===== src/rtl/riscv_v_pkg.sv =====
// Shared types for the vector permutation unit: opcode, FSM state and fixed latencies.
package riscv_v_pkg;

  typedef enum logic [1:0] {
    PERM_MV_X_S     = 2'd0,
    PERM_MV_S_X     = 2'd1,
    PERM_SLIDEUP    = 2'd2,
    PERM_SLIDEDOWN  = 2'd3
  } riscv_v_perm_op_e;

  localparam int unsigned RISCV_V_PERM_MV_LATENCY = 1;

  typedef enum logic [1:0] {
    IDLE,
    BUSY,
    DONE
  } riscv_v_perm_state_e;

endpackage


===== src/rtl/riscv_v_permutation_unit_if.sv =====
// Request/response bundle between operand read, the permutation unit and writeback.
interface riscv_v_permutation_unit_if
  import riscv_v_pkg::*;
#(
  parameter int unsigned XLEN      = 32,
  parameter int unsigned EW        = 32,
  parameter int unsigned NUM_ELEMS = 8
);
  localparam int unsigned IW = $clog2(NUM_ELEMS) + 1;

  logic                    in_valid;
  logic                    in_ready;
  riscv_v_perm_op_e        op;
  logic [XLEN-1:0]         offset;
  logic [IW-1:0]           vl;
  logic [XLEN-1:0]         scalar_in;
  logic [NUM_ELEMS*EW-1:0] vec_src;
  logic [NUM_ELEMS*EW-1:0] vec_old;
  logic                    out_valid;
  logic                    out_ready;
  logic [NUM_ELEMS*EW-1:0] vec_out;
  logic [XLEN-1:0]         scalar_out;

  modport master (
    output in_valid, op, offset, vl, scalar_in, vec_src, vec_old, out_ready,
    input  in_ready, out_valid, vec_out, scalar_out
  );

  modport slave (
    input  in_valid, op, offset, vl, scalar_in, vec_src, vec_old, out_ready,
    output in_ready, out_valid, vec_out, scalar_out
  );

endinterface


===== src/rtl/riscv_v_perm_chunk_sel.sv =====
// Slide element selection for one CHUNK-wide slice of the register group.
module riscv_v_perm_chunk_sel
  import riscv_v_pkg::*;
#(
  parameter int unsigned XLEN      = 32,
  parameter int unsigned EW        = 32,
  parameter int unsigned NUM_ELEMS = 8,
  parameter int unsigned CHUNK     = 2,
  parameter int unsigned CW        = 2
) (
  input  logic [CW-1:0]               chunk_idx,
  input  riscv_v_perm_op_e            op,
  input  logic [XLEN-1:0]             offset,
  input  logic [$clog2(NUM_ELEMS):0]  vl,
  input  logic [NUM_ELEMS*EW-1:0]     src,
  input  logic [NUM_ELEMS*EW-1:0]     old,
  output logic [CHUNK*EW-1:0]         chunk_out
);
  localparam int unsigned LW = $clog2(NUM_ELEMS);

  logic [EW-1:0] src_e [NUM_ELEMS];
  logic [EW-1:0] old_e [NUM_ELEMS];

  for (genvar g = 0; g < NUM_ELEMS; g++) begin : g_unpack
    assign src_e[g] = src[g*EW +: EW];
    assign old_e[g] = old[g*EW +: EW];
  end

  // One extra bit so pos+offset cannot wrap for offsets near 2^XLEN.
  logic [XLEN:0]  off_w, vl_w, ne_w, pos, dn_src;
  logic [LW-1:0]  idx, up_src;

  assign off_w = {1'b0, offset};
  assign vl_w  = (XLEN+1)'(vl);
  assign ne_w  = (XLEN+1)'(NUM_ELEMS);

  always_comb begin
    chunk_out = '0;
    idx       = '0;
    pos       = '0;
    up_src    = '0;
    dn_src    = '0;
    for (int unsigned j = 0; j < CHUNK; j++) begin
      idx    = LW'(32'(chunk_idx) * CHUNK + j);
      pos    = (XLEN+1)'(idx);
      up_src = LW'(pos - off_w);
      dn_src = pos + off_w;
      chunk_out[j*EW +: EW] = old_e[idx];
      if (pos < vl_w) begin
        unique case (op)
          PERM_SLIDEUP:   if (pos >= off_w) chunk_out[j*EW +: EW] = src_e[up_src];
          PERM_SLIDEDOWN: chunk_out[j*EW +: EW] = (dn_src < ne_w) ? src_e[dn_src[LW-1:0]] : '0;
          default: ;
        endcase
      end
    end
  end

endmodule


===== src/rtl/riscv_v_permutation_unit.sv =====
// Multi-cycle vector permutation engine: vmv.x.s, vmv.s.x, vslideup, vslidedown.
module riscv_v_permutation_unit
  import riscv_v_pkg::*;
#(
  parameter int unsigned XLEN      = 32,
  parameter int unsigned EW        = 32,
  parameter int unsigned NUM_ELEMS = 8,
  parameter int unsigned CHUNK     = 2
) (
  input  logic                        clk,
  input  logic                        rst_n,
  riscv_v_permutation_unit_if.slave   bus
);
  localparam int unsigned NCHUNK = NUM_ELEMS / CHUNK;
  localparam int unsigned IW     = $clog2(NUM_ELEMS) + 1;
  localparam int unsigned CW     = (NCHUNK > 1) ? $clog2(NCHUNK) : 1;
  localparam int unsigned NW     = NUM_ELEMS * EW;

  riscv_v_perm_state_e state, state_n;
  riscv_v_perm_op_e    op_q;
  logic [CW-1:0]       cnt;
  logic [XLEN-1:0]     off_q, scal_q, x_from_elem;
  logic [IW-1:0]       vl_q, vl_c;
  logic [NW-1:0]       src_q, old_q, vec_q;
  logic [EW-1:0]       elem_from_x;
  logic [CHUNK*EW-1:0] chunk_res;
  logic                accept, is_mv;

  assign accept = (state == IDLE) && bus.in_valid;
  assign is_mv  = (bus.op == PERM_MV_X_S) || (bus.op == PERM_MV_S_X);
  assign vl_c   = (bus.vl > IW'(NUM_ELEMS)) ? IW'(NUM_ELEMS) : bus.vl;

  if (EW < XLEN) begin : g_x_sext
    assign x_from_elem = {{(XLEN-EW){bus.vec_src[EW-1]}}, bus.vec_src[EW-1:0]};
  end else begin : g_x_trunc
    assign x_from_elem = bus.vec_src[XLEN-1:0];
  end

  if (EW > XLEN) begin : g_e_sext
    assign elem_from_x = {{(EW-XLEN){bus.scalar_in[XLEN-1]}}, bus.scalar_in};
  end else begin : g_e_trunc
    assign elem_from_x = bus.scalar_in[EW-1:0];
  end

  always_ff @(posedge clk or negedge rst_n) begin
    if (!rst_n) state <= IDLE;
    else        state <= state_n;
  end

  always_comb begin
    state_n = state;
    unique case (state)
      IDLE:    if (bus.in_valid) state_n = is_mv ? DONE : BUSY;
      BUSY:    if (cnt == CW'(NCHUNK - 1)) state_n = DONE;
      DONE:    if (bus.out_ready) state_n = IDLE;
      default: state_n = IDLE;
    endcase
  end

  assign bus.in_ready   = (state == IDLE);
  assign bus.out_valid  = (state == DONE);
  assign bus.vec_out    = vec_q;
  assign bus.scalar_out = scal_q;

  riscv_v_perm_chunk_sel #(
    .XLEN      (XLEN),
    .EW        (EW),
    .NUM_ELEMS (NUM_ELEMS),
    .CHUNK     (CHUNK),
    .CW        (CW)
  ) u_chunk_sel (
    .chunk_idx (cnt),
    .op        (op_q),
    .offset    (off_q),
    .vl        (vl_q),
    .src       (src_q),
    .old       (old_q),
    .chunk_out (chunk_res)
  );

  // MV results are formed at the accept edge; slides start from vec_old and
  // overwrite one chunk per BUSY cycle.
  always_ff @(posedge clk or negedge rst_n) begin
    if (!rst_n) begin
      op_q   <= PERM_MV_X_S;
      off_q  <= '0;
      vl_q   <= '0;
      src_q  <= '0;
      old_q  <= '0;
      vec_q  <= '0;
      scal_q <= '0;
      cnt    <= '0;
    end else begin
      unique case (state)
        IDLE: if (accept) begin
          op_q   <= bus.op;
          off_q  <= bus.offset;
          vl_q   <= vl_c;
          src_q  <= bus.vec_src;
          old_q  <= bus.vec_old;
          cnt    <= '0;
          vec_q  <= bus.vec_old;
          scal_q <= '0;
          if (bus.op == PERM_MV_X_S) scal_q <= x_from_elem;
          if (bus.op == PERM_MV_S_X && vl_c != '0) vec_q[EW-1:0] <= elem_from_x;
        end
        BUSY: begin
          for (int unsigned k = 0; k < NCHUNK; k++) begin
            if (cnt == CW'(k)) vec_q[k*CHUNK*EW +: CHUNK*EW] <= chunk_res;
          end
          cnt <= cnt + CW'(1);
        end
        default: ;
      endcase
    end
  end

  vl_legal: assert property (@(posedge clk) disable iff (!rst_n)
    accept |-> (bus.vl <= IW'(NUM_ELEMS)))
    else $error("vl exceeds NUM_ELEMS");

endmodule


===== src/flat_wrapper.sv =====
// flat-port wrapper written by rule: the top's interface ports become plain ports
module riscv_v_permutation_unit_flat import riscv_v_pkg::*;
#(
  parameter int unsigned XLEN      = 32,
  parameter int unsigned EW        = 32,
  parameter int unsigned NUM_ELEMS = 8,
  parameter int unsigned CHUNK     = 2
)
  (clk, rst_n, bus_in_valid, bus_op, bus_offset, bus_vl, bus_scalar_in, bus_vec_src, bus_vec_old, bus_out_ready, bus_in_ready, bus_out_valid, bus_vec_out, bus_scalar_out);
  riscv_v_permutation_unit_if #(.XLEN(XLEN), .EW(EW), .NUM_ELEMS(NUM_ELEMS)) bus_i ();
  input  logic clk;
  input  logic rst_n;
  input wire logic [$bits(bus_i.in_valid)-1:0] bus_in_valid;
  input wire logic [$bits(bus_i.op)-1:0] bus_op;
  input wire logic [$bits(bus_i.offset)-1:0] bus_offset;
  input wire logic [$bits(bus_i.vl)-1:0] bus_vl;
  input wire logic [$bits(bus_i.scalar_in)-1:0] bus_scalar_in;
  input wire logic [$bits(bus_i.vec_src)-1:0] bus_vec_src;
  input wire logic [$bits(bus_i.vec_old)-1:0] bus_vec_old;
  input wire logic [$bits(bus_i.out_ready)-1:0] bus_out_ready;
  output wire logic [$bits(bus_i.in_ready)-1:0] bus_in_ready;
  output wire logic [$bits(bus_i.out_valid)-1:0] bus_out_valid;
  output wire logic [$bits(bus_i.vec_out)-1:0] bus_vec_out;
  output wire logic [$bits(bus_i.scalar_out)-1:0] bus_scalar_out;
  assign bus_i.in_valid = bus_in_valid;
  assign bus_i.op = bus_op;
  assign bus_i.offset = bus_offset;
  assign bus_i.vl = bus_vl;
  assign bus_i.scalar_in = bus_scalar_in;
  assign bus_i.vec_src = bus_vec_src;
  assign bus_i.vec_old = bus_vec_old;
  assign bus_i.out_ready = bus_out_ready;
  assign bus_in_ready = bus_i.in_ready;
  assign bus_out_valid = bus_i.out_valid;
  assign bus_vec_out = bus_i.vec_out;
  assign bus_scalar_out = bus_i.scalar_out;
  riscv_v_permutation_unit #(.XLEN(XLEN), .EW(EW), .NUM_ELEMS(NUM_ELEMS), .CHUNK(CHUNK)) u_core (.clk(clk), .rst_n(rst_n), .bus(bus_i));
endmodule

===== config.mk =====
export PLATFORM = sky130hd
export DESIGN_NAME = riscv_v_permutation_unit_flat
export DESIGN_NICKNAME = d
export VERILOG_FILES = /design/src/rtl/riscv_v_pkg.sv /design/src/rtl/riscv_v_permutation_unit_if.sv /design/src/rtl/riscv_v_perm_chunk_sel.sv /design/src/rtl/riscv_v_permutation_unit.sv /design/src/flat_wrapper.sv
export SDC_FILE = /design/constraint.sdc
export NUM_CORES = 2
export LEC_CHECK = 0
export ABC_AREA = 1
export CORE_AREA = 8 8 333 335
export CTS_CLUSTER_DIAMETER = 50
export CTS_CLUSTER_SIZE = 40
export DETAILED_ROUTE_END_ITERATION = 8
export DIE_AREA = 0 0 341 343
export GPL_TIMING_DRIVEN = 0
export PLACE_DENSITY = 0.7
export SKIP_LAST_GASP = 1
export SLEW_MARGIN = 25
export SYNTH_ARGS = -nofsm -noshare
export SYNTH_HDL_FRONTEND = slang
export SYNTH_SLANG_ARGS = --single-unit

===== constraint.sdc =====
create_clock -name clk -period 4.5 [get_ports clk]
set_input_delay 0.675 -clock clk [delete_from_list [all_inputs] [get_ports clk]]
set_output_delay 0.675 -clock clk [all_outputs]
set_load 0.05 [all_outputs]

==> summary.txt <==
Synthesis
  • Synth Area in XOR/XNOR: 0.00168
  • FFs w/ async S/R, synth: 1.00
  • Syn nets: 7,266
  • Mean post-synth cell area: 7.05 um2
  • Ys flop type: dfrtp_1
  • Number of synthesized register bits: 842
  • Mux share of post-synthesis cell area: 0.00149
  • Number of enable flip-flop cells after synthesis: 0
  • Sequential area share after synthesis: 0.449
  • Synth Warn #: 0
  • Post-synthesis compound-gate area fraction: 0.190
  • Simple-gate area share of the yosys netlist: 0.269
  • Post-Synth Adder-Cell Area: 0.00517
  • Netlist cell types: 48
  • Largest family of logic cells by synthesized area: simple AND/OR/NAND/NOR gates
  • Post-Syn Instances: 6,663
  • Synthesized area: 0.0470 mm2

Global route
  • First-pass GRT wire length: 394 mm
  • Grt ovf: 0
  • Vias in the first global route: 54,093
  • Largest net degree at the start of global routing: 139
  • Antenna violations before repair: 31
  • GRT Util Overall: 0.467

Critical path
  • RR Endpoint: u_core.old_q[127]
  • Worst Path Required: 5.15 ns
  • CP Data Arrival Time: 5.21 ns
  • R2R depth: 8
  • Crit path max-delay family: buffers and inverters
  • CP Buf/Inv Count: 4
  • RR Startpoint: u_core.state[1]
  • R2R setup slack: -0.06 ns
  • Setup CP Type: flip-flop to flip-flop
  • Slowest cell on crit path: clkbuf_1
  • Worst setup EP type: flip-flop
  • Crit-path cells: nor2_1 > nand2_1 > inv_2 > clkbuf_2 > clkbuf_1 > clkbuf_1 > nand2_1 > nand2_1
  • CP startpoint kind: flip-flop
  • Most used cell, CP: nand2_1
  • Crit-path max cell delay: 0.88 ns
  • Crit path max fanout: 10

Timing
  • Unrepaired setup endpoints after global routing: yes
  • Slew Limit Fails: 0
  • Final WS setup: -0.0581 ns
  • Worst-Margin Slew: 1.22 ns
  • Clk_skew: 0.0430 ns
  • Tmin final: 4.56 ns
  • Final Hold Vio Count: 0
  • Rel. slew slack: 0.176
  • TNS Setup: -0.134 ns
  • Fmax: 219 MHz
  • Final worst-path cycle share: 1.01
  • Final setup vio count: 6

CTS
  • Clk_lat worst skew: 0.73 ns
  • CTS tree: yes
  • Root buffer cell: clkbuf_16
  • CTS max path bufs: 3
  • Clock-pin slew on the worst setup and hold paths: 0.08 ns
  • CTS Buf Count: 93
  • Clock Sinks: 842
  • H-Tree Depth: 3

Placed design
  • Worst slack, placed: -1.26 ns
  • Detailed placement HPWL: 228 mm
  • Final GP Congestion: 1.10
  • Port Buffers: 875

Hold path
  • Worst Hold Endpoint: u_core.old_q[106]
  • Worst Hold Depth: 2
  • Worst Min Path Start: u_core.old_q[106]
  • HP Class: flip-flop to flip-flop

Route
  • Wire per inst: 31.1 um
  • # DRC: 0
  • Via count: 56,010
  • Detailed Routing Iterations Pass 1: 8
  • Initial DRC count: 8,854
  • Final ANT Viol Nets: 0
  • Via density: 6.11
  • Final wirelength: 285 mm

Finish
  • Commonest non-fill, non-tap cell in the layout: nand2_1
  • Fraction of layout cells with a size suffix above 1: 0.0613
  • Area Overhead vs Synth: 31.1%
  • Commonest cells after routing, fill and taps aside: nand2_1 (2,451), clkdlybuf4s50_1 (874), dfrtp_1 (840), o21ai_0 (666), a21oi_1 (606)
  • Nets: 8,259
  • Fillers: 9,673

Floorplan
  • Die width: 341 um
  • Die Area: 0.117 mm2
  • Starting Density: 0.444
  • Core ar.: 0.106 mm2
  • I/O pins: 876
  • FP Rows: 120
  • Die H: 343 um

Status
  • Violated checks: setup timing
  • Status: complete, but fails checks

Flow run
  • Max capacitance violation total: 0
## routing by layer
metal,vias up,global-route usage,wire [um]
met3,1167,0.162,36500
met5,-,0,90
met1,26975,0.573,103000
met4,10,0.308,24000
li1,23423,-,-
met2,4435,0.695,121000
## synth_stat cells, types with 28 or more instances
library cell	count	share of area
a221oi_1	28	0.0052
a32o_1	35	0.0075
buf_1	30	0.0024
nand2_1	2452	0.20
clkbuf_1	372	0.030
inv_1	546	0.044
o21ai_0	740	0.079
buf_2	37	0.0039
nand3_1	241	0.026
nor2_1	376	0.030
dfrtp_1	842	0.45
a21oi_1	607	0.065
a21oi_2	80	0.015
a32oi_1	50	0.0093
nand2_2	32	0.0043
## flip-flops by register name (all words and copies together), names as in the netlist
register               cells
u_core.state               2
u_core.vl_q                4
u_core.op_q                2
u_core.src_q             256
u_core.bus.scalar_out     32
u_core.old_q             256
u_core.off_q              32
u_core.bus.vec_out       256
u_core.cnt                 2
## repair_timing
item                                    4_1_cts  5_1_grt
hold buffers                                  1        0
setup buffers                                 0        5
pin swaps                                     0        2
endpoints found under the setup margin      256      250
resized for setup                            33       31
hold endpoints to repair                    111        0
## tightest hold or removal path, stage by stage, from the launching register on
cell     delay, ns
dfrtp_1       0.35
nand2_1       0.05
nand2_1       0.05
## cell type report
type	instances	area (um2)	area share
Multi-Input combinational cell	4806	22100	0.359
Sequential cell	842	21100	0.342
Timing Repair Buffer	900	9150	0.149
Clock buffer	98	2390	0.0388
Inverter	560	2110	0.0342
Buffer	453	1890	0.0308
Tap cell	1403	1760	0.0285
Clock inverter	77	1040	0.0169
Antenna cell	26	65.1	0.00106
## cell families (layout without fill, tap and decap cells)
group / after synthesis / in the layout
and+or+nand+nor: 3176 / 3176
muxes: 7 / 7
adders and majority gates: 17 / 17
AOI/OAI and AO/OA: 1597 / 1597
other: 0 / 26
DFF: 842 / 842
buffers and inverters: 1015 / 2088
xor gates and xnor gates: 9 / 9
## how the worst max path moves through the flow
stage,from,end,slack (ns),cells after the start
after floorplan,u_core.cnt[0],u_core.bus.vec_out[103],1.14,24
after global placement,rst_n,u_core.bus.vec_out[37],-35.23,1
after detailed placement,u_core.cnt[0],u_core.bus.vec_out[1],-1.26,16
after CTS,u_core.off_q[0],u_core.bus.vec_out[162],0.01,17
after global routing,u_core.off_q[0],u_core.bus.vec_out[99],-0.06,16
final,u_core.state[1],u_core.old_q[127],-0.06,8
## metrics by stage
step           instances  hold slack, ns  cell area, um2  utilization
2_1_floorplan       6663           0.379           47000            -
3_3_place_gp        8941           0.459           57500        0.543
3_5_place_dp        8959           0.466           57800        0.546
4_1_cts             9133           0.472           61300        0.579
5_1_grt             9145           0.492           61500        0.581
6_report            9165           0.484           61600        0.581
Power is not shown: default switching activity piles up to over one toggle a cycle in this logic, so the estimate is an artifact.
